$ cat config.mk
export PLATFORM = sky130hd
export DESIGN_NAME = abr_prim_reg_op_initiator
export DESIGN_NICKNAME = d
export VERILOG_FILES = /design/src/rtl/abr_prim_subreg_pkg.sv /design/src/rtl/abr_prim_reg_op_decode.sv /design/src/rtl/abr_prim_reg_op_initiator.sv
export SDC_FILE = /design/constraint.sdc
export NUM_CORES = 1
export LEC_CHECK = 0
export BUFFER_PORTS_ARGS = -buffer_cell sky130_fd_sc_hd__buf_2
export CORE_MARGIN = 4
export CORE_UTILIZATION = 50
export DETAILED_ROUTE_END_ITERATION = 10
export GPL_TIMING_DRIVEN = 0
export PLACE_DENSITY = 0.78
export SLEW_MARGIN = 20
export SYNTH_ARGS = -nofsm -noshare
export SYNTH_HDL_FRONTEND = slang
export SYNTH_SLANG_ARGS = --single-unit
export TNS_END_PERCENT = 10
$ cat constraint.sdc
create_clock -name clk_i -period 1.84 [get_ports clk_i]
set_clock_uncertainty 0.05 [all_clocks]
set_input_delay 0.368 -clock clk_i [delete_from_list [all_inputs] [get_ports clk_i]]
set_output_delay 0.368 -clock clk_i [all_outputs]
set_load 0.1 [all_outputs]
$ cat src/rtl/abr_prim_subreg_pkg.sv
// Shared register-access types.
//   sw_access_e : software access policy of a target register (value 3'd7 is unused/illegal)
//   op_e        : register operation requested by a command initiator
//   wfn_e       : write-data function applied when building the bus write
//   op_state_e  : initiator FSM states
package abr_prim_subreg_pkg;

    typedef enum logic [2:0] {
        SwAccessRW  = 3'd0,
        SwAccessRO  = 3'd1,
        SwAccessWO  = 3'd2,
        SwAccessW1C = 3'd3,
        SwAccessW1S = 3'd4,
        SwAccessW0C = 3'd5,
        SwAccessRC  = 3'd6
    } sw_access_e;

    typedef enum logic [1:0] {
        OpRead  = 2'd0,
        OpWrite = 2'd1,
        OpSet   = 2'd2,
        OpClear = 2'd3
    } op_e;

    typedef enum logic [1:0] {
        WdataD         = 2'd0,  // write D (or mask M) unchanged
        WdataNotM      = 2'd1,  // write ~M
        WdataRdOrM     = 2'd2,  // write rdata | M
        WdataRdAndNotM = 2'd3   // write rdata & ~M
    } wfn_e;

    typedef enum logic [1:0] {
        StIdle = 2'd0,
        StReq  = 2'd1,
        StWait = 2'd2,
        StRsp  = 2'd3
    } op_state_e;

endpackage

$ cat src/rtl/abr_prim_reg_op_decode.sv
// Combinational decode of (op, access policy) into a bus plan.
//   op_i          : requested operation (op_e encoding)
//   acc_i         : access policy of the target register (sw_access_e encoding)
//   illegal_o     : pair is not supported; no bus traffic is generated
//   needs_read_o  : plan starts with a read phase
//   needs_write_o : plan contains a write phase
//   wfn_o         : how the write data is formed
module abr_prim_reg_op_decode
    import abr_prim_subreg_pkg::*;
(
    input  logic [1:0] op_i,
    input  logic [2:0] acc_i,
    output logic       illegal_o,
    output logic       needs_read_o,
    output logic       needs_write_o,
    output wfn_e       wfn_o
);

    always_comb begin
        needs_read_o  = 1'b0;
        needs_write_o = 1'b0;
        wfn_o         = WdataD;
        case (op_i)
            OpRead: begin
                if (acc_i inside {SwAccessRO, SwAccessRW, SwAccessW1C,
                                  SwAccessW1S, SwAccessW0C, SwAccessRC}) begin
                    needs_read_o = 1'b1;
                end
            end
            OpWrite: begin
                if (acc_i inside {SwAccessRW, SwAccessWO}) begin
                    needs_write_o = 1'b1;
                end
            end
            OpSet: begin
                if (acc_i == SwAccessW1S) begin
                    needs_write_o = 1'b1;
                end else if (acc_i == SwAccessRW) begin
                    needs_read_o  = 1'b1;
                    needs_write_o = 1'b1;
                    wfn_o         = WdataRdOrM;
                end
            end
            OpClear: begin
                if (acc_i == SwAccessW1C) begin
                    needs_write_o = 1'b1;
                end else if (acc_i == SwAccessW0C) begin
                    needs_write_o = 1'b1;
                    wfn_o         = WdataNotM;
                end else if (acc_i == SwAccessRW) begin
                    needs_read_o  = 1'b1;
                    needs_write_o = 1'b1;
                    wfn_o         = WdataRdAndNotM;
                end
            end
            default: ;
        endcase
        illegal_o = !(needs_read_o || needs_write_o);
    end

endmodule

$ cat src/rtl/abr_prim_reg_op_initiator.sv
// Turns read/write/set/clear commands into one or two register-bus
// transactions (read-modify-write where the register has no native
// set/clear semantics) and returns a single response per command.
//   clk_i, rst_ni          : clock, asynchronous active-low reset
//   cmd_*                  : command handshake (valid/ready), op, access policy, address, data/mask
//   bus_req_o/we/addr/wdata: bus request, held until bus_gnt_i
//   bus_gnt_i/rvalid/rdata/err : bus grant and response
//   rsp_*                  : command response (valid/ready), read data, error
module abr_prim_reg_op_initiator
    import abr_prim_subreg_pkg::*;
#(
    parameter int unsigned AW = 16,
    parameter int unsigned DW = 32
) (
    input  logic          clk_i,
    input  logic          rst_ni,
    input  logic          cmd_valid_i,
    output logic          cmd_ready_o,
    input  logic [1:0]    cmd_op_i,
    input  logic [2:0]    cmd_acc_i,
    input  logic [AW-1:0] cmd_addr_i,
    input  logic [DW-1:0] cmd_data_i,
    output logic          bus_req_o,
    output logic          bus_we_o,
    output logic [AW-1:0] bus_addr_o,
    output logic [DW-1:0] bus_wdata_o,
    input  logic          bus_gnt_i,
    input  logic          bus_rvalid_i,
    input  logic [DW-1:0] bus_rdata_i,
    input  logic          bus_err_i,
    output logic          rsp_valid_o,
    input  logic          rsp_ready_i,
    output logic [DW-1:0] rsp_rdata_o,
    output logic          rsp_err_o
);

    function automatic logic [DW-1:0] wdata_fn(input wfn_e          fn,
                                               input logic [DW-1:0] rd,
                                               input logic [DW-1:0] m);
        case (fn)
            WdataD:     return m;
            WdataNotM:  return ~m;
            WdataRdOrM: return rd | m;
            default:    return rd & ~m;
        endcase
    endfunction

    op_state_e     state_q, state_d;
    logic [AW-1:0] addr_q;
    logic [DW-1:0] data_q;    // D or M as captured at acceptance
    logic [DW-1:0] wdata_q;
    logic [DW-1:0] rdata_q;
    logic          err_q;
    logic          we_q;      // current bus phase is a write
    logic          rmw_q;     // a write phase follows the read phase
    wfn_e          wfn_q;

    logic dec_illegal, dec_read, dec_write;
    wfn_e dec_wfn;

    abr_prim_reg_op_decode u_decode (
        .op_i          (cmd_op_i),
        .acc_i         (cmd_acc_i),
        .illegal_o     (dec_illegal),
        .needs_read_o  (dec_read),
        .needs_write_o (dec_write),
        .wfn_o         (dec_wfn)
    );

    logic accept;
    logic rsp_in;  // bus response counted only while waiting for it
    assign accept = (state_q == StIdle) && cmd_valid_i;
    assign rsp_in = (state_q == StWait) && bus_rvalid_i;

    // State register
    always_ff @(posedge clk_i or negedge rst_ni) begin
        if (!rst_ni) begin
            state_q <= StIdle;
        end else begin
            state_q <= state_d;
        end
    end

    // Next-state logic
    always_comb begin
        state_d = state_q;
        case (state_q)
            StIdle: if (cmd_valid_i) state_d = dec_illegal ? StRsp : StReq;
            StReq:  if (bus_gnt_i)   state_d = StWait;
            StWait: begin
                if (bus_rvalid_i) begin
                    state_d = (!we_q && rmw_q && !bus_err_i) ? StReq : StRsp;
                end
            end
            StRsp:  if (rsp_ready_i) state_d = StIdle;
            default: state_d = StIdle;
        endcase
    end

    // FSM outputs
    always_comb begin
        cmd_ready_o = (state_q == StIdle);
        bus_req_o   = (state_q == StReq);
        bus_we_o    = (state_q == StReq) && we_q;
        rsp_valid_o = (state_q == StRsp);
    end

    assign bus_addr_o  = addr_q;
    assign bus_wdata_o = wdata_q;
    assign rsp_rdata_o = rdata_q;
    assign rsp_err_o   = err_q;

    // Command capture and per-phase datapath
    always_ff @(posedge clk_i or negedge rst_ni) begin
        if (!rst_ni) begin
            addr_q  <= '0;
            data_q  <= '0;
            wdata_q <= '0;
            rdata_q <= '0;
            err_q   <= 1'b0;
            we_q    <= 1'b0;
            rmw_q   <= 1'b0;
            wfn_q   <= WdataD;
        end else if (accept) begin
            addr_q  <= cmd_addr_i;
            data_q  <= cmd_data_i;
            wfn_q   <= dec_wfn;
            we_q    <= !dec_read;
            rmw_q   <= dec_read && dec_write;
            rdata_q <= '0;
            err_q   <= dec_illegal;
            // Write-only plans know their data now; RMW data waits for the read.
            wdata_q <= dec_read ? '0 : wdata_fn(dec_wfn, '0, cmd_data_i);
        end else if (rsp_in) begin
            err_q <= err_q | bus_err_i;
            if (!we_q) begin
                rdata_q <= bus_rdata_i;
                if (rmw_q && !bus_err_i) begin
                    we_q    <= 1'b1;
                    wdata_q <= wdata_fn(wfn_q, bus_rdata_i, data_q);
                end
            end
        end
    end

endmodule

==> impl_metrics.json <==
{
  "cts-htree-levels": 4,
  "grt_start_max_net_pins": 74,
  "tightest_slew_ns": 0.5895,
  "finalNetCount": 998,
  "met3_usage": 0.06546,
  "path_class": "flop to primary output",
  "clockBufferDepth": 2,
  "clkSlewWorstSetupHoldPaths_ns": 0.05,
  "grtUsageMet1": 0.3569,
  "worst-path-max-fanout": 10,
  "cp_data_required_time_ns": 1.42,
  "holdPathStages": 3,
  "min-delay-start": "cmd_addr_i[4]",
  "die_area_sq_um": 14930,
  "busiest_layer": "met2",
  "drt-total-wl_mm": 19.35,
  "clock_latency_ns": 0.42,
  "rows": 41,
  "antenna_left": 0,
  "drc": 0,
  "post_drt_wl_per_cell_um": 17.74,
  "grt.total_usage": 0.2669,
  "maxSlewHeadroom": 0.6070,
  "syn_nets": 802,
  "fillers": 1041,
  "die_w_um": 122.2,
  "port_buffers": 175,
  "clockRootBuffer": "clkbuf_16",
  "startpoint": "state_q[0]",
  "synthDistinctLibCells": 44,
  "start_kind": "flop",
  "rsz0062_at_grt": "true",
  "critPathMaxStageDelay_ns": 0.37,
  "syn-mean-instance-area_sq_um": 9.181,
  "maxSlewViolCount": 0,
  "drt_iter0_drc": 405,
  "gr-total-overflow": 0,
  "initial_core_util": 0.5145,
  "synth_seq_area_share": 0.4568,
  "cts_tree": "done",
  "reg2reg_from": "state_q[1]",
  "core_sq_um": 12670,
  "setup_violations": 0,
  "outcome": "finished clean",
  "synth_largest_area_cell": "dfrtp_1",
  "min_period_over_period": 0.9717,
  "yosysWarnings": 0,
  "grt_pass1_vias": 6038,
  "critPathTopFamily": "flip-flops",
  "vias_per_cell": 5.561,
  "antenna_found_initial": 0,
  "period_needed_ns": 1.788,
  "drt-pass1-iter-count": 5,
  "netlist.area_leader.share": 0.4568,
  "synth_seq_cells": 119,
  "synthTopCellsByArea": "dfrtp_1, nand2_1, mux2i_1, o21ai_0, a2bb2oi_1",
  "antenna_cells": 0,
  "post-dp-hpwl_mm": 13.76,
  "synth_area_sq_um": 6519,
  "syn-instance-count": 710,
  "place_congestion": 0.8079,
  "grt_use_met2": 0.4278,
  "r2r_slack_ns": 0.09,
  "cts_setup_buffers": 0,
  "r2r_cells": 5,
  "clkSinkCount": 119,
  "cp_num_buf_inv": 2,
  "r2r_end": "bus_wdata_o[4]",
  "via_count": 6067,
  "timing.critical_path.to_type": "primary output",
  "numCtsBuffers": 17,
  "cp.arrival_ns": 1.37,
  "drv_cap": 0,
  "max_freq_ghz": 0.5593,
  "die-height_um": 122.2,
  "finalHoldViolCount": 0,
  "setup-tns-final_ns": 0,
  "area_delta_synth_final_pct": 27.20,
  "drive_gt1_frac": 0.3123,
  "holdPathEnd": "bus_addr_o[4]",
  "crit_path_top_delay_cell": "dfrtp_1",
  "grt_pass1_wl_mm": 31.12,
  "cp.depth": 4,
  "io_pins": 177,
  "cp_cell_sequence": "buf_6 -> nor2b_4 -> and2_4 -> buf_8",
  "hp-class": "input pin to flop"
}
Yosys cell counts (all sizes together):
cell / n
and2: 3
nand2b: 1
a21oi: 4
o41ai: 1
a221o: 1
o221a: 1
a211o: 1
nand2: 217
o211ai: 2
o21bai: 1
o2111ai: 32
inv: 1
nor2: 2
nand3: 5
mux2i: 64
dfrtp: 119
o21ai: 70
buf: 50
or4b: 1
a21boi: 32
or3b: 1
nand3b: 2
xnor2: 1
nor2b: 3
and4bb: 1
mux2: 1
xor2: 1
nor3: 32
a2bb2oi: 32
and3b: 3
a211oi: 1
o21a: 1
nor3b: 2
or2: 1
clkbuf: 20
cells by family after synthesis:
| logic type | share of synthesized area |
|---|---|
| AND/OR/NAND/NOR | 0.1772 |
| AO/OA/AOI/OAI | 0.1977 |
| flip-flops | 0.4568 |
| buffers and inverters | 0.06449 |
| multiplexers | 0.1000 |
| XOR/XNOR | 0.003840 |
cells in the final DEF, fill, tap and decap left out, types with 4 or more instances in the layout:
cell / n
a21boi_1: 20
a21boi_2: 9
a21oi_1: 4
a2bb2oi_1: 32
buf_2: 201
buf_4: 10
buf_6: 13
clkbuf_1: 14
clkbuf_16: 17
clkbuf_2: 6
clkinv_2: 4
clkinvlp_4: 5
dfrtp_1: 118
mux2i_1: 64
nand2_1: 213
nand2_2: 4
nand3_1: 5
nor3_1: 32
o2111ai_1: 32
o21ai_0: 67
through the flow:
| step | std cells | setup slack [ns] | area [sq um] | hold WS, ns | util |
|---|---|---|---|---|---|
| floorplan | 710 | -0.06714 | 6540 | 0.02241 | - |
| global placement | 1057 | -1.161 | 7631 | 0.4065 | 0.6023 |
| detailed placement | 1058 | -0.09824 | 7665 | 0.2842 | 0.6049 |
| CTS | 1091 | 0.02471 | 8283 | 0.06946 | 0.6537 |
| global route | 1091 | -0.01401 | 8292 | 0.08109 | 0.6544 |
| finish | 1091 | 0.05207 | 8292 | 0.07824 | 0.6544 |
what timing repair did:
| action | 4_1_cts | 5_1_grt |
|---|---|---|
| hold buffers | 1 | 0 |
| endpoints found under the setup margin | 5 | 19 |
| pin swaps | 0 | 0 |
| endpoints found under the hold margin | 46 | 0 |
| resized for setup | 6 | 9 |
metal layers:
layer  part of all wire  up-vias  wire length, um
met5                  0        -                0
met4              0.018        0              346
met3              0.083       27             1609
met2               0.47      271             9003
met1               0.43     2882             8390
li1                   -     2887                -
worst max-delay path by stage:
stage	end	slack (ns)
after floorplan	rmw_q	-0.07
after global placement	bus_addr_o[1]	-1.16
after detailed placement	bus_wdata_o[23]	-0.1
after CTS	bus_we_o	0.02
after global routing	bus_wdata_o[4]	-0.01
final	bus_we_o	0.05
worst register-to-register path, cell delays in order, from the launching register on:
cell and delay, ns:
dfrtp_2 0.48, and4bb_1 0.25, nand2_2 0.14, clkbuf_1 0.33
o21ai_0 0.20, a2bb2oi_1 0.22
flip-flops by register name, summed over array words and instances, names as in the netlist:
signal and cells:
bus_wdata_o 32, data_q 32, rsp_rdata_o 32, bus_addr_o 16, state_q 2, wfn_q 2, rmw_q 1, rsp_err_o 1
we_q 1
layout make-up:
type | instances | area, sq um | share of cell area
clock buffer | 20 | 466.7 | 0.05628
timing repair buffer | 177 | 937.1 | 0.1130
sequential | 119 | 2979 | 0.3593
tap | 172 | 215.2 | 0.02595
inverter | 1 | 3.754 | 0.0004527
multi-input combinational | 520 | 3138 | 0.3785
clock inverter | 12 | 126.4 | 0.01524
buffer | 70 | 425.4 | 0.05131
Power is not shown: default switching activity piles up to over one toggle a cycle in this logic, so the estimate is an artifact.
